<file path="src/rtl/rf_wb_arbiter.sv">
// Register-file writeback arbiter: merges the unbuffered ALU result (A) with a FIFO-buffered
// load/move return (B) onto the single write port, and flags RAW hazards to decode.
module rf_wb_arbiter #(
    parameter int unsigned DATA_W = 32,
    parameter int unsigned ADDR_W = 5,
    parameter int unsigned QDEPTH = 4
) (
    input  logic                      clk,
    input  logic                      reset,
    input  logic                      a_valid,
    input  logic [ADDR_W-1:0]         a_addr,
    input  logic [DATA_W-1:0]         a_data,
    output logic                      a_ready,
    input  logic                      b_valid,
    input  logic [ADDR_W-1:0]         b_addr,
    input  logic [DATA_W-1:0]         b_data,
    output logic                      b_ready,
    input  logic [ADDR_W-1:0]         rs_addr,
    input  logic [ADDR_W-1:0]         rt_addr,
    output logic                      rf_we,
    output logic [ADDR_W-1:0]         rf_waddr,
    output logic [DATA_W-1:0]         rf_wdata,
    output logic                      raw_stall,
    output logic [$clog2(QDEPTH):0]   q_count
);

    localparam int unsigned PW = $clog2(QDEPTH);
    localparam int unsigned CW = PW + 1;

    typedef enum logic {
        RR_A,
        RR_B
    } rr_e;

    logic [ADDR_W-1:0] addr_mem_q [QDEPTH];
    logic [DATA_W-1:0] data_mem_q [QDEPTH];
    logic [QDEPTH-1:0] vld_q, vld_d;
    logic [PW-1:0]     wr_ptr_q, wr_ptr_d;
    logic [PW-1:0]     rd_ptr_q, rd_ptr_d;
    logic [CW-1:0]     count_q, count_d;
    rr_e               rr_last_q, rr_last_d;
    logic              rf_we_q, rf_we_d;
    logic [ADDR_W-1:0] rf_waddr_q, rf_waddr_d;
    logic [DATA_W-1:0] rf_wdata_q, rf_wdata_d;

    logic              empty, full;
    logic              enq, deq;
    logic              grant_a, grant_q;
    logic [ADDR_W-1:0] win_addr;
    logic [DATA_W-1:0] win_data;
    logic              rs_fifo_hit, rt_fifo_hit;
    logic              rs_hazard, rt_hazard;

    assign empty = (count_q == '0);
    assign full  = (count_q == CW'(QDEPTH));

    // No pass-through: a full FIFO refuses B even when it drains this cycle.
    assign b_ready = !full;
    assign enq     = b_valid && !full;

    always_comb begin
        grant_a = 1'b0;
        grant_q = 1'b0;
        if (a_valid && !empty) begin
            if (full || rr_last_q == RR_A) begin
                grant_q = 1'b1;
            end else begin
                grant_a = 1'b1;
            end
        end else if (a_valid) begin
            grant_a = 1'b1;
        end else if (!empty) begin
            grant_q = 1'b1;
        end
    end

    assign a_ready  = grant_a;
    assign deq      = grant_q;
    assign win_addr = grant_a ? a_addr : addr_mem_q[rd_ptr_q];
    assign win_data = grant_a ? a_data : data_mem_q[rd_ptr_q];

    always_comb begin
        vld_d    = vld_q;
        wr_ptr_d = wr_ptr_q;
        rd_ptr_d = rd_ptr_q;
        if (deq) begin
            vld_d[rd_ptr_q] = 1'b0;
            rd_ptr_d        = rd_ptr_q + 1'b1;
        end
        if (enq) begin
            vld_d[wr_ptr_q] = 1'b1;
            wr_ptr_d        = wr_ptr_q + 1'b1;
        end
        count_d = count_q + CW'(enq) - CW'(deq);
    end

    always_comb begin
        rr_last_d  = rr_last_q;
        rf_we_d    = 1'b0;
        rf_waddr_d = rf_waddr_q;
        rf_wdata_d = rf_wdata_q;
        if (grant_a || grant_q) begin
            rr_last_d  = grant_a ? RR_A : RR_B;
            rf_we_d    = (win_addr != '0);
            rf_waddr_d = win_addr;
            rf_wdata_d = win_data;
        end
    end

    always_ff @(posedge clk) begin
        if (enq) begin
            addr_mem_q[wr_ptr_q] <= b_addr;
            data_mem_q[wr_ptr_q] <= b_data;
        end
    end

    always_ff @(posedge clk or negedge reset) begin
        if (!reset) begin
            vld_q      <= '0;
            wr_ptr_q   <= '0;
            rd_ptr_q   <= '0;
            count_q    <= '0;
            rr_last_q  <= RR_B;
            rf_we_q    <= 1'b0;
            rf_waddr_q <= '0;
            rf_wdata_q <= '0;
        end else begin
            vld_q      <= vld_d;
            wr_ptr_q   <= wr_ptr_d;
            rd_ptr_q   <= rd_ptr_d;
            count_q    <= count_d;
            rr_last_q  <= rr_last_d;
            rf_we_q    <= rf_we_d;
            rf_waddr_q <= rf_waddr_d;
            rf_wdata_q <= rf_wdata_d;
        end
    end

    always_comb begin
        rs_fifo_hit = 1'b0;
        rt_fifo_hit = 1'b0;
        for (int unsigned i = 0; i < QDEPTH; i++) begin
            if (vld_q[i] && addr_mem_q[i] == rs_addr) rs_fifo_hit = 1'b1;
            if (vld_q[i] && addr_mem_q[i] == rt_addr) rt_fifo_hit = 1'b1;
        end
    end

    // A stalled-out ALU request and the write in flight to the RF are both uncommitted.
    assign rs_hazard = (rs_addr != '0) &&
                       (rs_fifo_hit ||
                        (a_valid && !grant_a && a_addr == rs_addr) ||
                        (rf_we_q && rf_waddr_q == rs_addr));
    assign rt_hazard = (rt_addr != '0) &&
                       (rt_fifo_hit ||
                        (a_valid && !grant_a && a_addr == rt_addr) ||
                        (rf_we_q && rf_waddr_q == rt_addr));

    assign raw_stall = rs_hazard || rt_hazard;
    assign rf_we     = rf_we_q;
    assign rf_waddr  = rf_waddr_q;
    assign rf_wdata  = rf_wdata_q;
    assign q_count   = count_q;

endmodule

</file>
<file path="config.mk">
export PLATFORM = sky130hd
export DESIGN_NAME = rf_wb_arbiter
export DESIGN_NICKNAME = d
export VERILOG_FILES = /design/src/rtl/rf_wb_arbiter.sv
export SDC_FILE = /design/constraint.sdc
export NUM_CORES = 1
export LEC_CHECK = 0
export CORE_MARGIN = 2
export CORE_UTILIZATION = 35
export CTS_CLUSTER_SIZE = 28
export DETAILED_ROUTE_END_ITERATION = 6
export GPL_TIMING_DRIVEN = 0
export REMOVE_ABC_BUFFERS = 1
export SLEW_MARGIN = 20
export SYNTH_ARGS = -nofsm -noshare
export SYNTH_HDL_FRONTEND = slang
export SYNTH_SLANG_ARGS = --single-unit
</file>
<file path="constraint.sdc">
create_clock -name clk -period 2.3 [get_ports clk]
set_clock_uncertainty 0.1 [all_clocks]
set_input_delay 0.23 -clock clk [delete_from_list [all_inputs] [get_ports clk]]
set_output_delay 0.23 -clock clk [all_outputs]
set_load 0.02 [all_outputs]
</file>
# Word level (Yosys, flattened, before mapping)
# Memory sizes are Yosys's and may differ from the RTL's.
# Cells that the tools add are included.
totals:
  ff_bits: 50
  ramBits: 148
  in_bits: 88
  out_inout_bits: 44
  word_cells: 95
  memories: 2
op_classes:
  n_addsub: 4
  magnitude_cmp: 4
  n_eq_ne: 13
  mux: 27
  bitwise: 4
  reduce_logical: 33
memory_table:
  columns: ["name", "words", "width", "read_ports", "rd_clocked_by_memory_dff", "wr", "line_no", "text"]
  rows:
  - ["data_mem_q", 4, 32, 1, 0, 1, "36", "logic [DATA_W-1:0] data_mem_q [QDEPTH];"]
  - ["addr_mem_q", 4, 5, 5, 0, 1, "35", "logic [ADDR_W-1:0] addr_mem_q [QDEPTH];"]
ops:
  columns: ["op", "count"]
  rows:
  - ["== test 5 bit", 12]
  - ["two-way mux 32 bit", 1]
  - ["two-way mux 1 bit", 21]
  - ["logical AND 1 bit", 19]
  - ["nonzero test 5 bit", 3]
  - ["two-way mux 4 bit", 2]
  - ["logical OR 1 bit", 7]
  - ["< comparator 2 x 3 -> 1 bit, second input constant", 2]
  - ["two-way mux 5 bit", 1]
  - ["adder 2 x 1 -> 2 bit, second input constant", 2]
  - ["AND 4 bit", 1]
  - ["demux 1 bit (select 2 bit)", 2]
  - [">= comparator 2 x 1 -> 1 bit, second input constant", 2]
  - ["inverter 4 bit", 1]
  - ["OR 4 bit", 1]
  - ["adder 3 x 1 -> 3 bit", 1]
  - ["== test 3 bit, second input constant", 1]
  - ["zero test 1 bit", 3]
  - ["zero test 3 bit", 1]
  - ["subtractor 3 x 1 -> 3 bit", 1]
  - ["inverter 1 bit", 1]

# Depth between registers and ports, before layout
# Gate-level depths: netlist of run 1.
logic_depth:
  depth_word: 11
  depth_mapped: 10
  depth_no_buf: 10

# Least setup slack after synthesis of run 1
# Ideal clock, no wire load.
synth_timing:
  path_type: "reg2reg"
  from: "reg count_q[1] (netlist: q_count[1])"
  to: "reg count_q[2] (netlist: q_count[2])"
  setup_ns: 0.131
  arrival_time_ns: 2.322
  t_required_ns: 2.069
  setup_slack_ns: -0.253
  stages_incl_launch_ff: 10
  n_path_buf: 1
  synth_period_minus_slack_ns: 2.553
  cell_sequence: "dfrtp_1 -> or3_4 -> o21a_1 -> clkbuf_1 -> ha_1 -> inv_1 -> ha_1 -> fa_1 -> xor2_1 -> xnor2_1"
synth_via:
  elab_chain_len: 5
  elab_cells_between_ends: 13
  cone_classes: "2 x add/sub; 1 x eq/ne; 4 x mux; 6 x reduce/logical"
synth_rtl:
  columns: ["element", "line_no", "text"]
  rows:
  - ["from (decl)", "40", "logic [CW-1:0] count_q, count_d;"]
  - ["from (signal assigned)", "131", "count_q <= count_d;"]
  - ["== test 3 bit / zero test 3 bit (equally long branches)", "55, 54", null]
  - ["zero test 1 bit (tied with other cells)", "59", "assign enq = b_valid && !full;"]
  - ["logical AND 1 bit (tied with other cells)", "59", null]
  - ["adder 3 x 1 -> 3 bit / two-way mux 1 bit (equally long branches)", "94, 64", null]
  - ["subtractor 3 x 1 -> 3 bit *", "94", "count_d = count_q + CW'(enq) - CW'(deq);"]
  - ["named net count_d[2]", "40", null]
# Mark *: on every way through the listed nets, which the timed path passes. The rest lies on a longest branch.
# A chain may end at the register's enable or synchronous reset.

# Worst setup path in the final report of run 1
layout_timing:
  from: "in rs_addr[1]"
  to: "out raw_stall"
layout_via:
  elab_chain_len: 10
  elab_cells_between_ends: 21
  cone_classes: "6 x eq/ne; 4 x mux; 11 x reduce/logical"
layout_rtl:
  columns: ["element", "line_no", "text"]
  rows:
  - ["from (decl)", "18", "input logic [ADDR_W-1:0] rs_addr,"]
  - ["== test 5 bit", "143", "if (vld_q[i] && addr_mem_q[i] == rs_addr) rs_fifo_hit = 1'b1;"]
  - ["logical AND 1 bit", "143", null]
  - ["two-way mux 1 bit (4 in a row)", "143", null]
  - ["logical OR 1 bit", "150", "(rs_fifo_hit ||"]
  - ["logical OR 1 bit", "151", "(a_valid && !grant_a && a_addr == rs_addr) ||"]
  - ["logical AND 1 bit *", "149", "assign rs_hazard = (rs_addr != '0) &&"]
  - ["logical OR 1 bit *", "158", "assign raw_stall = rs_hazard || rt_hazard;"]
  - ["to (decl)", "23", "output logic raw_stall,"]
# Every way passes the cells marked *; elsewhere a longest branch is shown, timed or not.

==> results of run 1 <==
-- cell families (layout without fill, tap and decap cells) --
| family | after synthesis | after routing | share of synthesized area, % |
|---|---|---|---|
| flip-flops | 198 | 198 | 67.3 |
| multiplexers | 42 | 42 | 10.4 |
| AO/OA/AOI/OAI | 48 | 48 | 3.52 |
| buffers and inverters | 44 | 191 | 2.54 |
| AND/OR/NAND/NOR | 155 | 155 | 7.86 |
| XOR/XNOR | 64 | 64 | 6.62 |
| adder cells (fa/ha/maj) | 11 | 11 | 1.71 |
-- final timing paths --
kind,startpoint,end,slack [ns],depth (start not counted)
max,rs_addr[1],raw_stall,-0.12,8
min,a_data[14],rf_wdata[14],0.27,3
max reg2reg,q_count[1],q_count[2],0.03,8
min reg2reg,rr_last_q,rr_last_q,0.42,1
max in group asynchronous,reset,rd_ptr_q[0],1.24,2
min in group asynchronous,reset,rf_we,0.31,2
-- metal layers --
metal | vias to the layer above | share of wire (%)
met4 | 0 | 0.82
met3 | 12 | 5.2
met5 | - | 0
met1 | 2566 | 44
met2 | 134 | 50
li1 | 2344 | -
-- through the flow --
| step | power [uW] | TNS [ns] | utilization (%) | hold WS [ns] | worst slack (ns) |
|---|---|---|---|---|---|
| after floorplan | 8430 | -22.32 | - | -0.166 | -0.590 |
| after global placement | 10400 | -208.66 | 42.3 | 0.399 | -1.83 |
| after global routing | 14300 | -0.290 | 46.2 | 0.255 | -0.247 |
| after CTS | 13700 | -0.119 | 46.1 | 0.246 | -0.119 |
| after detailed placement | 10600 | -4.81 | 43.1 | 0.252 | -0.701 |
| final | 13500 | -0.121 | 46.2 | 0.267 | -0.121 |
-- placed cells by master (no fill, tap or decap), drive strengths merged, types with 2 or more instances in the layout --
| master | Yosys | layout |
|---|---|---|
| edfxtp | 148 | 148 |
| clkdlybuf4s50 | 0 | 124 |
| nand2 | 75 | 75 |
| dfrtp | 49 | 49 |
| xor2 | 45 | 45 |
| nor2 | 41 | 41 |
| mux4 | 37 | 37 |
| a31oi | 33 | 33 |
| xnor2 | 19 | 19 |
| clkbuf | 19 | 18 |
| buf | 15 | 18 |
| inv | 10 | 17 |
| nand3 | 15 | 15 |
| nor4 | 12 | 12 |
| ha | 10 | 10 |
| clkinv | 0 | 6 |
| a21o | 5 | 5 |
| mux2i | 5 | 5 |
| a21oi | 5 | 5 |
| and3 | 5 | 5 |
| dlygate4sd2 | 0 | 3 |
| o21ai | 3 | 3 |
| nor3 | 2 | 2 |
| or4 | 2 | 2 |
| clkinvlp | 0 | 2 |
-- area by class of cell --
cell class / count / area, um2
fillers: 2117 / 12700
well taps: 319 / 399
clock inverters: 14 / 116
repair buffers: 148 / 1570
flip-flops and latches: 198 / 5700
clock buffers: 18 / 429
multi-input cells: 320 / 2630
repair inverters: 1 / 8.76
inverters: 10 / 53.8
-- Yosys cell counts, drive strengths merged (2+ instances only) --
cell type,count
xnor2,19
xor2,45
inv,10
nand2,75
or4,2
dfrtp,49
a21o,5
mux2i,5
mux4,37
ha,10
a21oi,5
nor4,12
and3,5
a31oi,33
clkbuf,19
nand3,15
nor2,41
edfxtp,148
buf,15
o21ai,3
nor3,2
-- power by group through the flow --
stage / clock network [uW] / registers (uW) / logic [uW]
after floorplan: 0 / 6060 / 2370
after global placement: 0 / 5830 / 4530
after detailed placement: 0 / 5670 / 4940
after CTS: 2830 / 5600 / 5230
after global routing: 2990 / 5690 / 5620
final: 2760 / 5560 / 5190
-- sequential cells by signal, indices dropped and copies added (netlist names) --
signal and flops:
rf_waddr 5, wr_ptr_q 2, rd_ptr_q 2, vld_q 4, data_mem_q 128, rr_last_q 1, rf_wdata 32, q_count 3
addr_mem_q 20, rf_we 1
-- critical path, cell delays in order --
cell	delay [ns]
clkdlybuf4s50_1	0.61
xor2_1	0.26
nor4_1	0.31
nand3_1	0.17
nand3_1	0.12
nor3_1	0.05
o22ai_1	0.17
buf_4	0.18
-- what timing repair did --
item / in CTS / in global routing
pin swaps: 6 / 4
buffers inserted: 5 / 2
cloned: 2 / 0
hold buffers: 1 / 0
gates resized for setup: 30 / 5
setup endpoints to repair: 35 / 3
hold endpoints to repair: 49 / 0
==> results.yml, run 1 <==
die:
  fp.dieW_um: 160
  fp.dieH_um: 160
  dieArea_um2: 25400
  rows: 56
  core_um2: 23600
  io_pins: 132
  initial_core_util_pct: 35.8
place:
  io_buffers: 131
  dpl.hpwl_um: 12500
  globalplace.congestion: 0.851
  placed_cells: 986
  dpl_cell_area_um2: 10200
pwr:
  pwr-share-seq_pct: 41.2
  power.leakage_uw: 0.00398
  p_sw_share_pct: 34.2
  power_switching_uw: 4630
  p_int_uw: 8880
  clkPwrFrac_pct: 20.4
  peakVddDrop_mv: 0.550
  p_per_area_nw_per_um2: 1240
  combPwrFrac_pct: 38.4
clock_tree:
  htreeDepth: 4
  root_buffer: "clkbuf_16"
  clock_latency_ns: 0.42
  tritoncts: "yes"
  cts_buffers: 17
  clk_path_buf_depth: 2
  cts.clk_slew.worst_paths_ns: 0.07
  cts_sinks: 198
logic_synthesis:
  synth-main-ff-cell: "edfxtp_1"
  synthCells: 562
  syn_avg_cell_area_um2: 15.1
  ys.warnings.count: 0
  ys_ff_latch: 198
  synth-edff-count: 148
  yosysTopAreaCellShare_pct: 52.5
  synth_area_leaders: "edfxtp_1, dfrtp_1, mux4_2, xor2_1, nand2_1"
  synth_area_um2: 8460
  async_reset_ff_share_pct: 25.3
  synthDistinctLibCells: 33
  yosysSeqAreaShare_pct: 67.3
  synth_top_cell_by_area: "edfxtp_1"
timing:
  tightest_slew_ns: 0.735
  fin_crit_sh_pct: 105
  relSlewSlack_pct: 51.0
  maxSlewViolCount: 0
  setup_viol: 1
  min_period_ns: 2.42
  finalHoldViolCount: 0
  rsz0062_at_grt: "yes"
  setup_ws_ns: -0.121
  fmax_mhz: 413
global_routing:
  antenna_found_initial: 0
  gr-usage-met3_pct: 3.78
  grt_use_met1_pct: 19.7
  grt-busiest-layer: "met2"
  grt.total_usage_pct: 15.3
  grt_max_degree: 51
  grt_pass1_vias: 5357
  grt_pass1_wl_um: 29900
  grt_use_met2_pct: 26.4
  grt_overflow_total: 0
critical_path:
  required_ns: 1.97
  worstPathArrival_ns: 2.09
  startpoint_type: "input port"
  critPathKind: "in -> out"
  worstSetupEndpointType: "primary output"
  critical_path_peak_fanout: 7
finish:
  stdcell_area_um2: 10900
  final_layout_size_suffix_gt1_share_pct: 15.7
  antenna_cells: 0
  stdcell_count: 1028
  area_growth_pct: 28.9
  nNetsFinal: 795
routing:
  ant_nets: 0
  drcViolationCount: 0
  vias_per_cell: 4.92
  vias: 5056
  routed_wl_um: 19200
  post_drt_wl_per_cell_um: 18.7
  drt_pre_antenna_iters: 4
  drtIter0Drc: 269
status:
  outcome: "finished, violations left"
  violations: "negative setup slack"
job:
  max_cap_viol_count: 0
hold_path:
  hp-class: "in -> reg"
Note: power is estimated with default switching activity, not from simulation.
==> inputs of run 2 (changes only) <==
--- a/config.mk
+++ b/config.mk
@@ -5,7 +5,8 @@
 export SDC_FILE = /design/constraint.sdc
 export NUM_CORES = 1
 export LEC_CHECK = 0
-export CORE_MARGIN = 2
+export CAP_MARGIN = 20
+export CORE_MARGIN = 5
 export CORE_UTILIZATION = 35
 export CTS_CLUSTER_SIZE = 28
 export DETAILED_ROUTE_END_ITERATION = 6
==> run 2 against run 1 <==
  * Wire length up 6.3%
  * The run still ends with negative setup slack left
  * Non-clock buffer count increased by 5
  * Clock power is 7.6% higher
  * Core utilization shrank 0.23 points
  * Design area increased by 1.3%
  * Sequential share of layout area fell by 0.65 points
  * Cell count grew 1.1%
  * Critical path depth decreased by 1
  * Count of clock-buffer cells in the layout increased by 2
  * Combinational power is 6.6% higher
==> results.yml, run 2 (synthesized netlist as in run 1, its figures left out) <==
status:
  outcome: "finished, violations left"
  violations: "negative setup slack"
global_routing:
  grt_overflow_total: 0
  grt_max_degree: 51
  grt_pass1_vias: 5476
  grt_pass1_wl_um: 31500
  antenna_found_initial: 1
  grt.total_usage_pct: 15.5
timing:
  min_period_ns: 2.40
  finalHoldViolCount: 0
  maxSlewViolCount: 0
  fmax_mhz: 417
  setup_viol: 2
  fin_crit_sh_pct: 104
  rsz0062_at_grt: "yes"
  setup_ws_ns: -0.101
  tightest_slew_ns: 0.731
  relSlewSlack_pct: 51.2
finish:
  stdcell_count: 1039
  largest_reg_flops: 128
  nNetsFinal: 801
  utilization_pct: 46.0
  final_common_cell: "edfxtp_1"
  antenna_cells: 0
  mostFrequentLayoutCells: "edfxtp_1, clkdlybuf4s50_1, nand2_1, dfrtp_1, xor2_1"
  final_layout_size_suffix_gt1_share_pct: 16.9
  area_growth_pct: 30.5
  top_register: "data_mem_q"
  fillers: 2124
routing:
  drcViolationCount: 0
  drtIter0Drc: 312
  vias_per_cell: 4.92
  drt_pre_antenna_iters: 4
  ant_nets: 0
  post_drt_wl_per_cell_um: 19.7
  vias: 5115
  routed_wl_um: 20400
clock_tree:
  clock_latency_ns: 0.42
  tritoncts: "yes"
  htreeDepth: 4
  root_buffer: "clkbuf_16"
  cts_buffers: 17
  cts.clk_slew.worst_paths_ns: 0.07
  clk_path_buf_depth: 2
  cts_sinks: 198
place:
  placed_cells: 987
  dpl.hpwl_um: 12500
  io_buffers: 131
  globalplace.congestion: 0.806
critical_path:
  crit_slowest_cell: "edfxtp_1"
  worstPathCellList: "xor2_1 -> nor4_2 -> nand3_1 -> nand3_1 -> nor3_1 -> o22ai_1 -> buf_4"
  cp_top_family: "simple AND/OR/NAND/NOR gates"
  critical_path_peak_fanout: 3
  cpPeakStageDelay_ns: 0.44
  required_ns: 1.97
  worstSetupEndpointType: "primary output"
  startpoint_type: "flop"
  path_buf_inv: 1
  critPathKind: "reg -> out"
  path_common_cell: "nand3_1"
  worstPathArrival_ns: 2.07
die:
  dieArea_um2: 27400
  initial_core_util_pct: 35.2
  io_pins: 132
  fp.dieH_um: 166
  core_um2: 24000
  rows: 57
  fp.dieW_um: 166
pwr:
  p_per_area_nw_per_um2: 1260
  combPwrFrac_pct: 39.6
  clkPwrFrac_pct: 21.3
  design_power_total_uw: 14000
  pwr-share-seq_pct: 39.1
  p_sw_share_pct: 33.8
  p_int_uw: 9250
  peakVddDrop_mv: 0.542
  power_switching_uw: 4720
  power.leakage_uw: 0.00402
hold_path:
  hp-class: "in -> reg"
job:
  max_cap_viol_count: 0
## run 2: changes by cell type in the layout (fill, tap and decap cells not counted), sizes merged
cell           before  now
dlygate4sd2         3    9
bufinv              0    2
nand2              75   76
buf                18   23
dlymetal6s2s        1    0
inv                17   16
clkbuf             18   20
clkinv              6    4
clkdlybuf4s50     124  119
clkinvlp            2    1
## run 2: routing by layer
metal / global-route usage, % / share of wire [%] / up-vias
met2: 26.1 / 50 / 137
met5: 0 / 0.059 / -
li1: - / - / 2354
met4: 4.99 / 1.9 / 2
met1: 19.8 / 42 / 2590
met3: 3.70 / 5.1 / 32
## run 2: final cells by class
class / count / area (um2) / area share (%)
Tap cell: 324 / 405 / 3.67
Sequential cell: 198 / 5700 / 51.6
Multi-Input combinational cell: 321 / 2720 / 24.6
Timing Repair inverter: 1 / 11.3 / 0.102
Timing Repair Buffer: 153 / 1560 / 14.1
Clock buffer: 20 / 447 / 4.04
Clock inverter: 12 / 138 / 1.25
Inverter: 10 / 63.8 / 0.578
## run 2: repair_timing
| action | in CTS | in global routing |
|---|---|---|
| resized for setup | 43 | 8 |
| cloned | 3 | 0 |
| pin swaps | 14 | 10 |
| setup buffers | 8 | 8 |
| hold buffers | 1 | 0 |
| setup endpoints to repair | 36 | 3 |
| hold endpoints to repair | 49 | 0 |
## run 2: worst reg2reg max path, delay by kind of cell (launching register included)
kind | cells | cell delay, ns
flops | 1 | 0.45
buf+inv | 1 | 0.04
xor+xnor | 2 | 0.27
fa+ha+maj | 3 | 0.74
compound gates | 1 | 0.15
simple gates | 1 | 0.45
## run 2: path summary, 6_finish.rpt
path / start / end / slack, ns / cells past startpoint
min reg2reg: vld_q[0] / vld_q[0] / 0.42 / 1
max: addr_mem_q[1][2] / raw_stall / -0.10 / 7
min: a_data[30] / rf_wdata[30] / 0.27 / 3
min in group asynchronous: reset / rf_waddr[4] / 0.31 / 2
max reg2reg: q_count[0] / q_count[2] / -0.02 / 8
max in group asynchronous: reset / rd_ptr_q[0] / 1.24 / 2
## run 2: stage by stage
stage | setup TNS (ns) | setup slack, ns | hold slack (ns) | instance area [um2]
finish | -0.132 | -0.101 | 0.268 | 11000
global route | -0.376 | -0.262 | 0.253 | 11000
CTS | -0.123 | -0.0856 | 0.249 | 10900
detailed placement | -7.39 | -0.737 | 0.246 | 10100
global placement | -219.96 | -1.77 | 0.399 | 10000
floorplan | -22.32 | -0.590 | -0.166 | 8290
## run 2: power by group through the flow
| stage | Combinational (uW) | Clock (uW) | Sequential (uW) |
|---|---|---|---|
| floorplan | 2370 | 0 | 6060 |
| global placement | 4570 | 0 | 5860 |
| detailed placement | 4940 | 0 | 5650 |
| CTS | 5500 | 3060 | 5490 |
| global route | 6050 | 3220 | 5570 |
| finish | 5530 | 2970 | 5470 |
==> inputs of run 3 (changes only) <==
--- a/config.mk
+++ b/config.mk
@@ -5,6 +5,7 @@
 export SDC_FILE = /design/constraint.sdc
 export NUM_CORES = 1
 export LEC_CHECK = 0
+export ABC_AREA = 1
 export CAP_MARGIN = 20
 export CORE_MARGIN = 5
 export CORE_UTILIZATION = 35
==> run 3 against run 2 <==
  * The flow now finishes without violations
  * Via count is 29% higher
  * Die area up 7.2%
  * Setup slack gained 0.18 ns
  * Wire length grew 14%
  * Count of clock-buffer cells in the layout shrank 3
  * First-iteration DRC count increased by 22%
  * Area after synthesis up 7.7%
  * Critical path depth up 2
  * Critical path type is now reg -> reg
==> results.yml, run 3 <==
status:
  outcome: "completed"
timing:
  fin_crit_sh_pct: 96.4
  relSlewSlack_pct: 54.4
  finalHoldViolCount: 0
  setup_viol: 0
  maxSlewViolCount: 0
  tightest_slew_ns: 0.684
  min_period_ns: 2.22
  fmax_mhz: 451
  rsz0062_at_grt: "no"
  setup_ws_ns: 0.0833
critical_path:
  worstSetupEndpointType: "flop"
  startpoint: "rr_last_q"
  critPathKind: "reg -> reg"
  critical_path_peak_fanout: 9
  required_ns: 2.50
  startpoint_type: "flop"
  rr_startpoint: "rr_last_q"
  worstPathArrival_ns: 2.42
logic_synthesis:
  ys_ff_latch: 198
  synth_adder_area_share_pct: 1.59
  synth-edff-count: 148
  yosysSeqAreaShare_pct: 62.5
  yosysTopAreaCellShare_pct: 48.7
  ys.warnings.count: 0
  synth_area_leaders: "edfxtp_1, dfrtp_1, nand2_1, nor2_1, o21ai_0"
  synth_area_um2: 9120
  synthSimpleGateAreaFrac_pct: 16.9
  synthCells: 880
  synthMuxAreaShare_pct: 0
  synth_top_family_by_area: "simple AND/OR/NAND/NOR gates"
  syn_avg_cell_area_um2: 10.4
  synthTopCellsByCount: "nand2_1, edfxtp_1, nor2_1"
  synth_compound_area_share_pct: 13.1
  synth-xor-area-share_pct: 0.768
  synth-main-ff-cell: "edfxtp_1"
  synth_top_cell_by_area: "edfxtp_1"
  async_reset_ff_share_pct: 25.3
  synthDistinctLibCells: 31
  yosysMostFrequentCell: "nand2_1"
routing:
  post_drt_wl_per_cell_um: 17.2
  drcViolationCount: 0
  vias_per_cell: 4.88
  drt_pre_antenna_iters: 5
  drtIter0Drc: 381
  vias: 6596
  ant_nets: 0
  routed_wl_um: 23200
pwr:
  peakVddDrop_mv: 0.728
  power.leakage_uw: 0.00464
  design_power_total_uw: 14900
  p_per_area_nw_per_um2: 1270
global_routing:
  grt_max_degree: 73
  grt_pass1_vias: 6582
  grt_overflow_total: 0
  grt.total_usage_pct: 15.9
  grt_pass1_wl_um: 35900
  antenna_found_initial: 1
place:
  io_buffers: 131
  placed_cells: 1313
  post-place-ws_ns: -0.433
  globalplace.congestion: 0.860
  dpl.hpwl_um: 15300
finish:
  final_layout_size_suffix_gt1_share_pct: 10.8
  multiInputGateArea_um2: 3020
  utilization_pct: 45.3
  mostFrequentLayoutCells: "nand2_1, edfxtp_1, clkdlybuf4s50_1, nor2_1, o21ai_0"
  nNetsFinal: 1102
  stdcell_count: 1352
  final_common_cell: "nand2_1"
  area_growth_pct: 28.5
  seq_area_um2: 5710
  fillers: 2403
  top_register: "data_mem_q"
  largest_reg_flops: 128
clock_tree:
  clk_path_buf_depth: 2
  cts.clk_slew.worst_paths_ns: 0.08
  clock_latency_ns: 0.42
  tritoncts: "yes"
  htreeDepth: 4
  cts_buffers: 17
  root_buffer: "clkbuf_16"
  cts_sinks: 198
die:
  fp.dieW_um: 171
  dieArea_um2: 29400
  rows: 59
  initial_core_util_pct: 35.3
  io_pins: 132
  core_um2: 25800
  fp.dieH_um: 171
hold_path:
  hp-class: "in -> async"
job:
  max_cap_viol_count: 0
==> run 3: cell count changes after synthesis, moves of 10 or more <==
| cell | change |
|---|---|
| a31oi_1 | -33 |
| buf_2 | +20 |
| inv_1 | +41 |
| mux4_2 | -37 |
| nand2_1 | +177 |
| nor2_1 | +76 |
| nor4_1 | -12 |
| o211ai_2 | +30 |
| o21ai_0 | +74 |
| o21ai_1 | +10 |
| o221ai_1 | +32 |
| xnor2_1 | -15 |
| xor2_1 | -41 |
==> run 3: routing by layer <==
layer | share of wire [%] | global-route usage [%] | up-vias
li1 | - | - | 3267
met1 | 44 | 20.9 | 3144
met2 | 49 | 26.5 | 165
met3 | 5.5 | 3.52 | 20
met4 | 1.2 | 4.51 | 0
met5 | 0 | 0 | -
==> run 3: kinds of logic after synthesis <==
family | Yosys count
xor gates and xnor gates | 8
AOI/OAI and AO/OA | 165
buffers and inverters | 101
and+or+nand+nor | 397
adders and majority gates | 11
DFF | 198
==> run 3: cell type report <==
cell class / count / area share, %
Sequential cell: 198 / 48.7
Timing Repair Buffer: 150 / 14.6
Inverter: 55 / 1.94
Tap cell: 335 / 3.58
Antenna cell: 1 / 0.0214
Clock inverter: 15 / 1.79
Clock buffer: 17 / 3.63
Multi-Input combinational cell: 581 / 25.8
==> run 3: per-stage QoR <==
step / instance area, um2 / TNS [ns] / hold slack, ns
floorplan: 8860 / -154.43 / -0.166
global placement: 10600 / -493.40 / 0.365
detailed placement: 11000 / -19.97 / 0.0430
CTS: 11600 / -0.0578 / 0.111
global route: 11700 / 0 / 0.131
finish: 11700 / 0 / 0.123
==> run 3: worst max-delay path, cell delays in order (launching register included) <==
cell and delay [ns]:
dfstp_2 0.54, inv_1 0.06, o21ai_2 0.19, nand2_4 0.07, buf_6 0.14, ha_1 0.26
inv_1 0.04, ha_1 0.20, fa_2 0.34, xor2_1 0.16
==> run 3: path summary, 6_finish.rpt <==
path                                endpoint  slack, ns  cells past startpoint
setup reg to reg                  q_count[2]       0.08                      9
setup / recovery                  q_count[2]       0.08                      9
max in group asynchronous          rr_last_q       1.44                      3
min in group clk           data_mem_q[1][23]       0.32                      1
hold reg to reg                 rf_wdata[16]       0.38                      2
hold / removal                    q_count[1]       0.12                      2
==> run 3: power by group <==
part           total, uW  leakage (uW)  switching [uW]  internal, uW
Sequential          5570       0.00193             645          4920
Combinational       6200       0.00241            3650          2550
Clock               3160      0.000304            1490          1680
Total              14900       0.00464            5780          9150
==> run 3: what timing repair did <==
item                                    4_1_cts  5_1_grt
hold buffers                                  1        0
hold endpoints to repair                     49        0
pin swaps                                     2        3
gates resized for setup                      16       20
buffers inserted                              1        4
endpoints found under the setup margin      103       52
